**config.mk**
```make
export PLATFORM = sky130hd
export DESIGN_NAME = uart_tx
export DESIGN_NICKNAME = d
export VERILOG_FILES = /design/src/rtl/uart_pkg.sv /design/src/rtl/uart_baud_gen.sv /design/src/rtl/uart_tx.sv
export SDC_FILE = /design/constraint.sdc
export NUM_CORES = 1
export LEC_CHECK = 0
export ABC_AREA = 1
export CAP_MARGIN = 10
export CORE_MARGIN = 1.5
export CORE_UTILIZATION = 45
export DETAILED_ROUTE_END_ITERATION = 8
export DONT_BUFFER_PORTS = 1
export SLEW_MARGIN = 20
export SYNTH_ARGS = -nofsm -noshare
export SYNTH_HDL_FRONTEND = slang
export SYNTH_SLANG_ARGS = --single-unit
```
**constraint.sdc**
```tcl
create_clock -name clk_i -period 2.45 [get_ports clk_i]
set_input_delay 0.245 -clock clk_i [delete_from_list [all_inputs] [get_ports clk_i]]
set_output_delay 0.245 -clock clk_i [all_outputs]
set_load 0.05 [all_outputs]
```
**src/rtl/uart_pkg.sv**
```systemverilog
// Shared UART definitions: transmitter state encoding, oversample rate and
// prescale width. The receiver uses the same constants so bit timing matches.
package uart_pkg;

  localparam int OversampleRate = 8;
  localparam int PrescaleWidth  = 16;
  localparam int TickCntWidth   = $clog2(OversampleRate);

  typedef enum logic [2:0] {
    IDLE,
    START,
    DATA,
    PARITY,
    STOP
  } tx_state_e;

  // A prescale of zero would never produce a tick; run it as one cycle per tick.
  function automatic logic [PrescaleWidth-1:0] clamp_prescale(
    input logic [PrescaleWidth-1:0] p
  );
    return (p == '0) ? PrescaleWidth'(1) : p;
  endfunction

endpackage

```
**src/rtl/uart_baud_gen.sv**
```systemverilog
// Oversample tick generator: emits a one-cycle tick every prescale_i clocks.
// A start pulse restarts the count so the first tick of a frame lands exactly
// prescale_i cycles after the handshake.
module uart_baud_gen
  import uart_pkg::*;
(
  input  logic                     clk_i,
  input  logic                     rst_ni,
  input  logic                     start_i,
  input  logic [PrescaleWidth-1:0] prescale_i,
  output logic                     tick_o
);

  logic [PrescaleWidth-1:0] cnt_q, cnt_d;

  // Tick on the last cycle of each prescale period; restart on start or tick.
  always_comb begin
    tick_o = (cnt_q == (prescale_i - PrescaleWidth'(1)));
    cnt_d  = cnt_q + PrescaleWidth'(1);
    if (start_i || tick_o) begin
      cnt_d = '0;
    end
  end

  // Cycle counter register.
  always_ff @(posedge clk_i or negedge rst_ni) begin
    if (!rst_ni) begin
      cnt_q <= '0;
    end else begin
      cnt_q <= cnt_d;
    end
  end

endmodule

```
**src/rtl/uart_tx.sv**
```systemverilog
// UART transmitter, 8N1 framing by default (StopBits selects 1 or 2 stop bits).
// Define UART_TX_PARITY_EN to insert an even-parity bit after the data bits.
// One bit lasts OversampleRate ticks; one tick lasts the latched prescale.
module uart_tx
  import uart_pkg::*;
#(
  parameter int DataWidth = 8,
  parameter int StopBits  = 1
) (
  input  logic                     clk_i,
  input  logic                     reset_ni,
  input  logic [PrescaleWidth-1:0] prescale_i,
  input  logic [DataWidth-1:0]     data_i,
  input  logic                     valid_i,
  output logic                     ready_o,
  output logic                     tx_o,
  output logic                     busy_o
);

  localparam int BitCntWidth = (DataWidth > 1) ? $clog2(DataWidth) : 1;

  tx_state_e                state_q, state_d;
  logic [TickCntWidth-1:0]  tick_cnt_q, tick_cnt_d;
  logic [BitCntWidth-1:0]   bit_cnt_q, bit_cnt_d;
  logic                     stop_cnt_q, stop_cnt_d;
  logic [DataWidth-1:0]     shreg_q, shreg_d;
  logic [PrescaleWidth-1:0] prescale_q, prescale_d;
  logic                     tx_q, tx_d;
`ifdef UART_TX_PARITY_EN
  logic                     parity_q, parity_d;
`endif

  logic                 tick;
  logic                 bit_end;
  logic                 start_pulse;
  logic [DataWidth-1:0] shift_nxt;

  uart_baud_gen u_baud_gen (
    .clk_i      (clk_i),
    .rst_ni     (reset_ni),
    .start_i    (start_pulse),
    .prescale_i (prescale_q),
    .tick_o     (tick)
  );

  assign bit_end   = tick && (tick_cnt_q == TickCntWidth'(OversampleRate - 1));
  assign shift_nxt = shreg_q >> 1;
  assign ready_o   = (state_q == IDLE);
  assign busy_o    = (state_q != IDLE);
  assign tx_o      = tx_q;

  // Next-state logic; tx_d follows the level of the state being entered so
  // the line changes on the same edge as the state register.
  always_comb begin
    state_d     = state_q;
    tick_cnt_d  = tick_cnt_q;
    bit_cnt_d   = bit_cnt_q;
    stop_cnt_d  = stop_cnt_q;
    shreg_d     = shreg_q;
    prescale_d  = prescale_q;
    tx_d        = tx_q;
    start_pulse = 1'b0;
`ifdef UART_TX_PARITY_EN
    parity_d    = parity_q;
`endif

    if (state_q != IDLE && tick) begin
      tick_cnt_d = bit_end ? '0 : tick_cnt_q + TickCntWidth'(1);
    end

    case (state_q)
      IDLE: begin
        tx_d = 1'b1;
        if (valid_i) begin
          state_d     = START;
          shreg_d     = data_i;
          prescale_d  = clamp_prescale(prescale_i);
          tick_cnt_d  = '0;
          bit_cnt_d   = '0;
          stop_cnt_d  = 1'b0;
          start_pulse = 1'b1;
          tx_d        = 1'b0;
`ifdef UART_TX_PARITY_EN
          parity_d    = ^data_i;
`endif
        end
      end
      START: begin
        if (bit_end) begin
          state_d = DATA;
          tx_d    = shreg_q[0];
        end
      end
      DATA: begin
        if (bit_end) begin
          shreg_d = shift_nxt;
          if (bit_cnt_q == BitCntWidth'(DataWidth - 1)) begin
            bit_cnt_d = '0;
`ifdef UART_TX_PARITY_EN
            state_d   = PARITY;
            tx_d      = parity_q;
`else
            state_d   = STOP;
            tx_d      = 1'b1;
`endif
          end else begin
            bit_cnt_d = bit_cnt_q + BitCntWidth'(1);
            tx_d      = shift_nxt[0];
          end
        end
      end
      PARITY: begin
        if (bit_end) begin
          state_d = STOP;
          tx_d    = 1'b1;
        end
      end
      STOP: begin
        tx_d = 1'b1;
        if (bit_end) begin
          if (stop_cnt_q == 1'(StopBits - 1)) begin
            state_d    = IDLE;
            stop_cnt_d = 1'b0;
          end else begin
            stop_cnt_d = 1'b1;
          end
        end
      end
      default: begin
        state_d = IDLE;
        tx_d    = 1'b1;
      end
    endcase
  end

  // State, counters and the registered serial line; reset aborts any frame.
  always_ff @(posedge clk_i or negedge reset_ni) begin
    if (!reset_ni) begin
      state_q    <= IDLE;
      tick_cnt_q <= '0;
      bit_cnt_q  <= '0;
      stop_cnt_q <= 1'b0;
      shreg_q    <= '0;
      prescale_q <= PrescaleWidth'(1);
      tx_q       <= 1'b1;
`ifdef UART_TX_PARITY_EN
      parity_q   <= 1'b0;
`endif
    end else begin
      state_q    <= state_d;
      tick_cnt_q <= tick_cnt_d;
      bit_cnt_q  <= bit_cnt_d;
      stop_cnt_q <= stop_cnt_d;
      shreg_q    <= shreg_d;
      prescale_q <= prescale_d;
      tx_q       <= tx_d;
`ifdef UART_TX_PARITY_EN
      parity_q   <= parity_d;
`endif
    end
  end

endmodule

```
==> results.cfg <==
[outcome]
status = completed

[synth]
synth_seq_cells = 50
synthTopCellsByArea = dfrtp_1 37%, nand2_1 17%, nor2_1 6.3%
ys_types = 32
syn_area_um2 = 3210
yosys_warnings = 0
syn_area_per_cell_um2 = 6.99
yosysSeqAreaShare = 0.391
synth_largest_area_cell = dfrtp_1
netlist.area_leader.share = 0.375
synthCells = 459
synth_flop_cell = dfrtp_1
synth_most_common_cell = nand2_1
synth.net_count = 492
async_reset_ff_frac = 1.00
synth-edff-count = 0
ys_top_cells_by_count = 148 x nand2_1, 54 x nor2_1, 51 x inv_1, 48 x dfrtp_1, 35 x nand3_1

[final_layout]
syn2layout_area_growth_pct = 9.95
regArea_um2 = 1250
final_core_util = 0.516
n_antenna_cell = 0
multi_input_area_um2 = 1750
final_nets = 501
stdcell_count = 565
drive_gt1_frac = 0.109
nFillCells = 713

[placed_design]
place_hpwl_um = 5320
gp_congestion = 0.882
placedCellCount = 554
numPortBuffers = 0
place_ws_ps = 98.1

[clock_network]
cts_root_buf = clkbuf_8
clk_latency_ps = 300
clk_pin_slew_worst_paths_ps = 90
cts_setup_buffers = 0
clockBufferDepth = 2
cts_tree = yes
cts-htree-levels = 2
cts_buffers = 5
cts.sinks = 50

[global_route]
antenna_found_initial = 0
grt_pass1_wl_um = 12100
grt_max_degree = 51
globalRoute.totalOverflow = 0
grt_pass1_vias = 2589
grt_use_total = 0.201

[timing]
layout_setup_ws_ps = 227
finalCritPeriodShare = 0.907
maxSlewViolCount = 0
max_freq_mhz = 450
fin_crit_ps = 2220
tns_ps = 0
setup_viol = 0
max_slew_margin = 0.449
finalClockSkew_ps = 6.60
finalHoldViolCount = 0
tightest_slew_ps = 820

[floorplanning]
io_pins = 30
die_x_um = 87.4
start_util = 0.469
die-area_um2 = 7640
placementRows = 30
core_um2 = 6830
die_y_um = 87.4

[worst_setup_path]
worst-path-max-fanout = 6
start_kind = flip-flop
required_ps = 2620
arrival_ps = 2400
critical_path_class = flip-flop to flip-flop
worstSetupEndpointType = flip-flop

[drt]
first_pass_iters = 5
ant_nets = 0
wl_per_cell_um = 12.5
drt_iter0_markers = 189
vias = 2819
totalWireLength_um = 7080
viasPerCell = 4.99
drc_errors = 0

[power]
power.density_nw_per_um2 = 1120
p_leak_uw = 0.00177
netSwitchingFraction = 0.467
p_clk_frac = 0.154
p_int_uw = 2110
seq_power_share = 0.354
pwr-share-comb = 0.492
ir_drop_v = 0.000443
p_switching_uw = 1850

[flow_run]
cap_violations = 0

[min_path]
min_path_type = input pin to flip-flop
## final cells by class
type / count / share of cell area
Clock inverter: 1 / 0.00852
Clock buffer: 7 / 0.0245
Tap cell: 96 / 0.0341
Inverter: 53 / 0.0564
Timing Repair Buffer: 8 / 0.0234
Sequential cell: 50 / 0.356
Multi-Input combinational cell: 350 / 0.498
## cells in the final DEF (no fill, tap or decap), types with 2 or more instances in the layout
| cell type | count |
|---|---|
| nor3b_1 | 4 |
| nand2_1 | 146 |
| dfrtp_1 | 48 |
| nand3_4 | 2 |
| nor2_1 | 50 |
| inv_2 | 2 |
| nand2_4 | 2 |
| nand4_1 | 5 |
| nor4_1 | 6 |
| xor2_1 | 10 |
| buf_4 | 6 |
| clkbuf_8 | 6 |
| nand3b_1 | 3 |
| ha_1 | 5 |
| dfstp_2 | 2 |
| xnor2_1 | 5 |
| nor3_1 | 9 |
| nand2_2 | 7 |
| nor2_4 | 4 |
| nor2_2 | 12 |
| a21oi_1 | 4 |
| nand3_2 | 3 |
| o21ai_0 | 31 |
| nand3_1 | 35 |
| inv_1 | 51 |
## what timing repair did
item / CTS / global route
gates resized for setup: 0 / 8
endpoints found under the setup margin: 0 / 13
hold endpoints to repair: 50 / 0
hold buffers: 2 / 0
## stage by stage
stage / hold WS [ps] / total power [µW] / cell area, µm²
2_1_floorplan: -50.6 / 2910 / 3210
3_3_place_gp: -48.7 / 3290 / 3340
3_5_place_dp: -48.5 / 3310 / 3340
4_1_cts: 38.0 / 3960 / 3490
5_1_grt: 42.0 / 4370 / 3530
6_report: 49.2 / 3960 / 3530
## per-layer routing
metal,track usage,vias to the layer above,share of wire
li1,-,1471,-
met1,0.294,1295,0.52
met2,0.315,46,0.44
met3,0.0294,7,0.033
met4,0.0447,0,0.0083
met5,0,-,0
## kinds of logic (layout without fill, tap and decap cells)
| logic type | Yosys count | after routing | share of synthesized area |
|---|---|---|---|
| simple gates | 291 | 292 | 0.410 |
| buf+inv | 60 | 69 | 0.0749 |
| flops | 50 | 50 | 0.391 |
| compound gates | 37 | 37 | 0.0597 |
| xor+xnor | 15 | 15 | 0.0410 |
| fa+ha+maj | 6 | 6 | 0.0234 |
## flip-flops by register name (all words and copies together) (netlist names)
signal            count
bit_cnt_q             3
prescale_q           16
shreg_q               8
state_q               3
tick_cnt_q            3
tx_o                  1
u_baud_gen.cnt_q     16
## path summary, 6_finish.rpt
| path | startpoint | slack [ps] | cells past startpoint | to |
|---|---|---|---|---|
| worst max-delay path | prescale_q[1]$_DFFE_PN0P_ | 230 | 15 | state_q[0]$_DFFE_PN0P_ |
| worst min-delay path | prescale_i[12] | 50 | 2 | prescale_q[12]$_DFFE_PN0P_ |
| worst min register to register | prescale_q[15]$_DFFE_PN0P_ | 500 | 2 | prescale_q[15]$_DFFE_PN0P_ |
| max in group asynchronous | reset_ni | 1690 | 2 | tx_o$_DFFE_PN1P_ |
| worst max register to register | prescale_q[1]$_DFFE_PN0P_ | 230 | 15 | state_q[0]$_DFFE_PN0P_ |
| min in group asynchronous | reset_ni | 470 | 2 | u_baud_gen.cnt_q[6]$_DFF_PN0_ |
## power by group through the flow
stage	logic, µW	registers [µW]	clock network, µW
after floorplan	1560	1350	0
after global placement	1870	1420	0
after detailed placement	1890	1420	0
after CTS	1920	1410	632
after global routing	2270	1450	659
final	1950	1400	609
## critical path: stages (launching register included)
cell	delay, ps
dfrtp_1	390
inv_1	100
ha_2	230
nand3_4	130
nor2_4	180
nand3b_1	90
nand2_1	100
nand2_1	50
nor2_1	110
nand3_2	140
nor2_4	170
nand2_1	90
nand2_2	100
nand3_1	90
nand2_1	70
nand2_1	40
(Power assumes the default switching activity.)
